==> src/rtl/rv_mdu_if.sv <==
// rv_mdu_if: request/operand/result bundle between the execute stage and rv_mdu.
// The pipeline side uses the master modport; the multiply/divide unit uses slave.
interface rv_mdu_if #(
  parameter int XLEN = 32
);
  logic            mdu_req_i;
  logic [2:0]      mdu_op_i;
  logic [XLEN-1:0] mdu_port_a_i;
  logic [XLEN-1:0] mdu_port_b_i;
  logic            mdu_kill_i;
  logic [XLEN-1:0] mdu_result_o;
  logic            mdu_valid_o;
  logic            mdu_stall_req_o;

  modport master (
    output mdu_req_i, mdu_op_i, mdu_port_a_i, mdu_port_b_i, mdu_kill_i,
    input  mdu_result_o, mdu_valid_o, mdu_stall_req_o
  );

  modport slave (
    input  mdu_req_i, mdu_op_i, mdu_port_a_i, mdu_port_b_i, mdu_kill_i,
    output mdu_result_o, mdu_valid_o, mdu_stall_req_o
  );
endinterface

==> src/rtl/rv_mdu.sv <==
// rv_mdu: multi-cycle RV32M multiply/divide unit for the execute stage.
// Radix-2 shift-add multiplier and restoring divider, RISC-V div-by-zero and
// overflow results, stall request held until the one-cycle valid pulse.
// Optional macro RV_MDU_FAST_MUL_EN: multiplies done by a single registered
// signed multiply at acceptance (valid one cycle later); division unchanged.
//
// state  | meaning
// -------+------------------------------------------------------------
// IDLE   | waiting for mdu_req_i; operands latched on acceptance
// MUL    | shift-add iterations, one multiplier bit per cycle
// DIV    | restoring iterations, one quotient bit per cycle, MSB first
// DONE   | result presented with mdu_valid_o for one cycle
module rv_mdu #(
  parameter int XLEN = 32
) (
  input logic     clk_i,
  input logic     arstn_i,
  rv_mdu_if.slave mdu
);
  localparam int CW = $clog2(XLEN);
  localparam logic [1:0] S_IDLE = 2'd0;
  localparam logic [1:0] S_MUL  = 2'd1;
  localparam logic [1:0] S_DIV  = 2'd2;
  localparam logic [1:0] S_DONE = 2'd3;
  localparam logic [CW-1:0]   CNT_TOP = CW'(XLEN - 1);
  localparam logic [XLEN-1:0] INT_MIN = {1'b1, {(XLEN-1){1'b0}}};

  logic [1:0]        state;
  logic [CW-1:0]     cnt;
  logic [2:0]        op_q;
  logic [2*XLEN-1:0] acc;
  logic [XLEN-1:0]   quo;
  logic [XLEN-1:0]   rem;
  logic [XLEN-1:0]   divisor;
  logic              neg_q;
  logic              neg_r;
`ifndef RV_MDU_FAST_MUL_EN
  logic [2*XLEN-1:0] mcand;
  logic [XLEN-1:0]   mplier;
`endif

  logic            signed_a, signed_b, sign_a, sign_b;
  logic [XLEN-1:0] mag_a, mag_b;
  logic            div_zero, div_ovf;

  // Operand decode at acceptance: which operands are signed, their signs and magnitudes.
  assign signed_a = (mdu.mdu_op_i == 3'b001) | (mdu.mdu_op_i == 3'b010) |
                    (mdu.mdu_op_i == 3'b100) | (mdu.mdu_op_i == 3'b110);
  assign signed_b = (mdu.mdu_op_i == 3'b001) | (mdu.mdu_op_i == 3'b100) |
                    (mdu.mdu_op_i == 3'b110);
  assign sign_a   = signed_a & mdu.mdu_port_a_i[XLEN-1];
  assign sign_b   = signed_b & mdu.mdu_port_b_i[XLEN-1];
  // |INT_MIN| wraps back to INT_MIN, which is the correct unsigned magnitude.
  assign mag_a    = sign_a ? -mdu.mdu_port_a_i : mdu.mdu_port_a_i;
  assign mag_b    = sign_b ? -mdu.mdu_port_b_i : mdu.mdu_port_b_i;
  assign div_zero = (mdu.mdu_port_b_i == '0);
  // op[0]=0 among divide ops selects the signed DIV/REM pair.
  assign div_ovf  = ~mdu.mdu_op_i[0] & (mdu.mdu_port_a_i == INT_MIN) &
                    (mdu.mdu_port_b_i == '1);

`ifdef RV_MDU_FAST_MUL_EN
  logic [2*XLEN-1:0] fast_a, fast_b;
  // 33-bit signed operands sign-extended to 2*XLEN; the low 2*XLEN product bits are exact.
  assign fast_a = {{XLEN{sign_a}}, mdu.mdu_port_a_i};
  assign fast_b = {{XLEN{sign_b}}, mdu.mdu_port_b_i};
`endif

  logic [XLEN:0]   shifted;
  logic [XLEN+1:0] trial;
  // Restoring step: bring the next dividend bit into the XLEN+1-bit partial remainder.
  always_comb begin
    shifted = {rem, quo[XLEN-1]};
    trial   = {1'b0, shifted} - {2'b00, divisor};
  end

  // Control and datapath registers; kill clears everything just like reset.
  always_ff @(posedge clk_i or negedge arstn_i) begin
    if (!arstn_i) begin
      state   <= S_IDLE;
      cnt     <= '0;
      op_q    <= '0;
      acc     <= '0;
      quo     <= '0;
      rem     <= '0;
      divisor <= '0;
      neg_q   <= 1'b0;
      neg_r   <= 1'b0;
`ifndef RV_MDU_FAST_MUL_EN
      mcand   <= '0;
      mplier  <= '0;
`endif
    end else if (mdu.mdu_kill_i) begin
      state   <= S_IDLE;
      cnt     <= '0;
      op_q    <= '0;
      acc     <= '0;
      quo     <= '0;
      rem     <= '0;
      divisor <= '0;
      neg_q   <= 1'b0;
      neg_r   <= 1'b0;
`ifndef RV_MDU_FAST_MUL_EN
      mcand   <= '0;
      mplier  <= '0;
`endif
    end else begin
      case (state)
        S_IDLE: begin
          if (mdu.mdu_req_i) begin
            op_q <= mdu.mdu_op_i;
            if (!mdu.mdu_op_i[2]) begin
`ifdef RV_MDU_FAST_MUL_EN
              acc   <= fast_a * fast_b;
              neg_q <= 1'b0;
              state <= S_DONE;
`else
              acc    <= '0;
              mcand  <= {{XLEN{1'b0}}, mag_a};
              mplier <= mag_b;
              neg_q  <= sign_a ^ sign_b;
              cnt    <= CNT_TOP;
              state  <= S_MUL;
`endif
            end else if (div_zero) begin
              // Final values loaded directly; no sign fix-up applied in DONE.
              quo   <= '1;
              rem   <= mdu.mdu_port_a_i;
              neg_q <= 1'b0;
              neg_r <= 1'b0;
              state <= S_DONE;
            end else if (div_ovf) begin
              quo   <= INT_MIN;
              rem   <= '0;
              neg_q <= 1'b0;
              neg_r <= 1'b0;
              state <= S_DONE;
            end else begin
              quo     <= mag_a;
              rem     <= '0;
              divisor <= mag_b;
              neg_q   <= sign_a ^ sign_b;
              neg_r   <= sign_a;
              cnt     <= CNT_TOP;
              state   <= S_DIV;
            end
          end
        end
`ifndef RV_MDU_FAST_MUL_EN
        S_MUL: begin
          if (mplier[0]) acc <= acc + mcand;
          mcand  <= {mcand[2*XLEN-2:0], 1'b0};
          mplier <= {1'b0, mplier[XLEN-1:1]};
          cnt    <= cnt - CW'(1);
          if (cnt == '0) state <= S_DONE;
        end
`endif
        S_DIV: begin
          if (!trial[XLEN+1]) begin
            rem <= trial[XLEN-1:0];
            quo <= {quo[XLEN-2:0], 1'b1};
          end else begin
            rem <= shifted[XLEN-1:0];
            quo <= {quo[XLEN-2:0], 1'b0};
          end
          cnt <= cnt - CW'(1);
          if (cnt == '0) state <= S_DONE;
        end
        S_DONE:  state <= S_IDLE;
        default: state <= S_IDLE;
      endcase
    end
  end

  logic [2*XLEN-1:0] prod;
  logic [XLEN-1:0]   res;
  // Sign fix-up and result selection from the finished accumulators.
  always_comb begin
    prod = neg_q ? -acc : acc;
    res  = '0;
    if (op_q[2]) begin
      if (op_q[1]) res = neg_r ? -rem : rem;
      else         res = neg_q ? -quo : quo;
    end else begin
      res = (op_q == 3'b000) ? prod[XLEN-1:0] : prod[2*XLEN-1:XLEN];
    end
  end

  assign mdu.mdu_valid_o     = (state == S_DONE) & ~mdu.mdu_kill_i;
  assign mdu.mdu_result_o    = mdu.mdu_valid_o ? res : '0;
  assign mdu.mdu_stall_req_o = mdu.mdu_req_i & ~mdu.mdu_valid_o & ~mdu.mdu_kill_i;
endmodule
==> src/flat_wrapper.sv <==
// flat-port wrapper written by rule: the top's interface ports become plain ports
module rv_mdu_flat 
#(
  parameter int XLEN = 32
)
  (clk_i, arstn_i, mdu_mdu_req_i, mdu_mdu_op_i, mdu_mdu_port_a_i, mdu_mdu_port_b_i, mdu_mdu_kill_i, mdu_mdu_result_o, mdu_mdu_valid_o, mdu_mdu_stall_req_o);
  rv_mdu_if #(.XLEN(XLEN)) mdu_i ();
  input logic clk_i;
  input logic arstn_i;
  input wire logic [$bits(mdu_i.mdu_req_i)-1:0] mdu_mdu_req_i;
  input wire logic [$bits(mdu_i.mdu_op_i)-1:0] mdu_mdu_op_i;
  input wire logic [$bits(mdu_i.mdu_port_a_i)-1:0] mdu_mdu_port_a_i;
  input wire logic [$bits(mdu_i.mdu_port_b_i)-1:0] mdu_mdu_port_b_i;
  input wire logic [$bits(mdu_i.mdu_kill_i)-1:0] mdu_mdu_kill_i;
  output wire logic [$bits(mdu_i.mdu_result_o)-1:0] mdu_mdu_result_o;
  output wire logic [$bits(mdu_i.mdu_valid_o)-1:0] mdu_mdu_valid_o;
  output wire logic [$bits(mdu_i.mdu_stall_req_o)-1:0] mdu_mdu_stall_req_o;
  assign mdu_i.mdu_req_i = mdu_mdu_req_i;
  assign mdu_i.mdu_op_i = mdu_mdu_op_i;
  assign mdu_i.mdu_port_a_i = mdu_mdu_port_a_i;
  assign mdu_i.mdu_port_b_i = mdu_mdu_port_b_i;
  assign mdu_i.mdu_kill_i = mdu_mdu_kill_i;
  assign mdu_mdu_result_o = mdu_i.mdu_result_o;
  assign mdu_mdu_valid_o = mdu_i.mdu_valid_o;
  assign mdu_mdu_stall_req_o = mdu_i.mdu_stall_req_o;
  rv_mdu #(.XLEN(XLEN)) u_core (.clk_i(clk_i), .arstn_i(arstn_i), .mdu(mdu_i));
endmodule
==> config.mk <==
export PLATFORM = sky130hd
export DESIGN_NAME = rv_mdu_flat
export DESIGN_NICKNAME = d
export VERILOG_FILES = /design/src/rtl/rv_mdu_if.sv /design/src/rtl/rv_mdu.sv /design/src/flat_wrapper.sv
export SDC_FILE = /design/constraint.sdc
export NUM_CORES = 1
export LEC_CHECK = 0
export CAP_MARGIN = 20
export CORE_UTILIZATION = 46
export CTS_CLUSTER_DIAMETER = 150
export DETAILED_ROUTE_END_ITERATION = 10
export DONT_BUFFER_PORTS = 1
export PLACE_DENSITY = 0.66
export SYNTH_ARGS = -nofsm -noshare
export SYNTH_HDL_FRONTEND = slang
export SYNTH_SLANG_ARGS = --single-unit
==> constraint.sdc <==
create_clock -name clk_i -period 4.2 [get_ports clk_i]
set_clock_uncertainty 0.05 [all_clocks]
set_input_delay 0.42 -clock clk_i [delete_from_list [all_inputs] [get_ports clk_i]]
set_output_delay 0.42 -clock clk_i [all_outputs]
set_load 0.005 [all_outputs]
==> reports/qor_table.md <==
| Metric | Value |
|---|---|
| Outcome | complete, but fails checks |
| Failing checks | design-rule violations, negative hold slack, negative setup slack |
| Starting density of the core | 46.99% |
| H-tree Lvls | 2 |
| Fraction of layout instances using a drive strength above 1 | 8.322% |
| Number of synthesized flops with an enable pin | 0 |
| Cell occurring most often along the worst timing path | a211oi_2 |
| Hold Buf Count CTS | 18 |
| Setup slack on the worst flop-to-flop path | 350 ps |
| Number of antenna violations at the first check in global routing | 0 |
| Wire length after detailed routing | 80220 um |
| Critical path data required time | 3730 ps |
| Highest cell delay on the worst timing path | 570 ps |
| Global routing met1 resource utilization | 47.00% |
| Worst EP arrival | 3840 ps |
| Number of buffers on the longest clock path | 3 |
| Final setup violation count | 7 |
| DP Worst Slack | 174.3 ps |
| CTS Buf Count | 34 |
| Largest net degree at the start of global routing | 269 |
| Mean routed wirelength per cell | 23.22 um |
| Max_slew headroom | 18.06% |
| Top-level port count | 105 |
| Total instance count after detailed placement | 3355 |
| Number of warnings issued by yosys | 0 |
| Cell breakdown of the critical path | or4_4 > nor4_4 > nand4b_2 > or2_4 > or4b_4 > o31ai_4 > xor2_1 > nor2_1 > a211oi_2 > a211oi_2 > buf_4 |
| Power density normalized to cell area | 522.5 nW/um^2 |
| Crit-path slowest cell | or4_4 |
| Number of nets in the layout | 3003 |
| Wire length of the first global-routing pass | 122200 um |
| Post-layout min period | 4311 ps |
| Die X | 220.8 um |
| Global-route met2 utilization | 48.09% |
| Nets in the synthesized netlist | 3020 |
| Total via count in the routed design | 21.83k |
| Largest fanout of any net on the critical path | 3 |
| Critical path capture point type | primary output |
| Floorplan Core Area | 46850 sq um |
| Hold Fails Final Rpt | 268 |
| Combined global-route utilization of all metal layers | 32.73% |
| Part of the cycle the worst path needs | 102.7% |
| Clock Tree Root | clkbuf_16 |
| Vias in the first global route | 20.21k |
| Number of design rule violations left after detail routing | 2 |
| Slew Viols, Final | 0 |
| Nature of the critical path startpoint | flip-flop |
| Timing-limited maximum frequency | 231.9 MHz |
| Leading cell types in the layout, fill and taps excluded | nand2_1 (395), o21ai_0 (321), dfrtp_1 (258) |
| Insertion delay of the later-clocked pin in the worst-skew pair | 560 ps |
| Met3 GRT Util | 6.639% |
| DP Wirelength | 59480 um |
| Design Area, Final | 24650 sq um |
| Placement Rows | 79 |
| Flops & latches, synth | 268 |
| Worst slack on hold paths | -473.6 ps |
| Total standard cell area after synthesis | 22020 sq um |
| Count of inserted antenna diode cells | 0 |
| Buffers and inverters on the worst path | 1 |
| Setup repair after global routing missed its margin | true |
| Cell count after synthesis | 2840 |
| Predominant post-synthesis flop cell | dfrtp_1 |
| Total clock sinks | 268 |
| Number of buffer cells added on primary ports | 0 |
| Cell variety after synth | 79 |
| Syn-to-layout area delta | 11.95% |
| Crit path max-delay family | simple AND/OR/NAND/NOR gates |
| Worst-Margin Slew | 1229 ps |
| Worst setup path class | reg -> out |
| Mean post-synth cell area | 7.752 sq um |
| Number of iterations in the first detailed-routing pass | 8 |
| Setup slack of the critical path after layout | -111.4 ps |
| IR Drop Worst-Case VDD | 0.3778 mV |
| Setup TNS after final layout | -425.5 ps |
| Overall die area | 48740 sq um |
| Ratio of routed vias to standard cells | 6.319 |
| Count of antenna-violating nets left after detailed routing | 0 |
| Total global routing overflow | 0 |
| Post-synthesis sequential area ratio | 30.46% |
| Async set or reset register ratio after synthesis | 100.0% |
| Util after Layout | 52.60% |
| TritonCTS clock tree | yes |
| DR iter-0 viols | 2147 |
| Most common cell after layout, fill and taps aside | nand2_1 |
| Filler-free cell count of the finished design | 3455 |
| Leakage Power | 10.63 nW |
| Clock Pin Slew Worst Setup and Hold Paths | 60 ps |
| Dpl cell area | 22780 sq um |
| Type of the worst min-delay path | in -> async |
| Placer's final routability congestion estimate | 1.031 |
| Die height | 220.8 um |
| Total of max-cap violations | 0 |
| Layer carrying the most global-route usage | met2 |
| Total power | 12.88 mW |
[power by group]
| part | total, mW | internal (mW) | leakage, nW | switching (mW) |
|---|---|---|---|---|
| sequential | 3.48 | 2.96 | 3.64 | 0.522 |
| clock | 3.26 | 2.01 | 0.593 | 1.25 |
| combinational | 6.13 | 2.28 | 6.39 | 3.85 |
[kinds of logic (layout without fill, tap and decap cells)]
logic type                 after synthesis  in the layout  share of synthesized area (%)
AOI/OAI and AO/OA                     1013           1013                          28.72
xor gates and xnor gates               258            258                          10.26
buffers and inverters                  258            266                          4.416
muxes                                   23             23                          1.051
adders and majority gates              109            109                          6.263
DFF                                    268            268                          30.46
and+or+nand+nor                        911            911                          18.82
[state kept, by name, indices dropped and copies added, names as in the netlist]
signal,flops
u_core.op_q,3
u_core.rem,32
u_core.neg_r,1
u_core.state,2
u_core.acc,64
u_core.cnt,5
u_core.divisor,32
u_core.mcand,64
u_core.quo,32
u_core.mplier,32
u_core.neg_q,1
[layout make-up]
type	count	area [sq um]
fillers	4535	22210
multi-input cells	2314	14680
flip-flops and latches	268	6719
clock buffers	46	935.9
repair buffers	113	923.4
well taps	607	759.5
inverters	92	345.3
clock inverters	15	279.0
[routing by layer]
| layer | wire length (um) | vias up |
|---|---|---|
| li1 | - | 10200 |
| met5 | 0 | - |
| met3 | 6913 | 125 |
| met2 | 34190 | 927 |
| met1 | 36000 | 10580 |
| met4 | 3116 | 0 |
[path summary, 6_finish.rpt]
path	cells after the start	startpoint	endpoint
min in group clk_i	2	mdu_mdu_port_a_i[17]	u_core.rem[17]
max in group asynchronous	0	arstn_i	u_core.acc[26]
hold reg to reg	2	u_core.mplier[27]	u_core.mplier[27]
setup reg to reg	15	u_core.acc[0]	u_core.acc[62]
setup / recovery	11	u_core.acc[12]	mdu_mdu_result_o[10]
hold / removal	0	arstn_i	u_core.rem[23]
[synth_stat cells, drive strengths merged (29+ instances only)]
cell    count  area (sq um)
a211oi     68         510.5
a21o       72         540.5
a21oi     221          1106
a31oi      29         181.4
clkbuf    149         559.3
dfrtp     268          6706
ha        107          1339
inv        92         345.3
nand2     395          1483
nand3      45         225.2
nor2      235         884.6
nor3       42         220.2
o21ai     339          1697
o31ai      82         649.4
or3        29         186.4
xnor2     150          1314
xor2      108         945.9
[what timing repair did]
action	4_1_cts	5_1_grt
gates cloned	0	0
endpoints found under the hold margin	326	268
endpoints found under the setup margin	17	21
pin swaps	21	20
setup buffers	13	10
resized for setup	24	35
(Power assumes the default switching activity.)
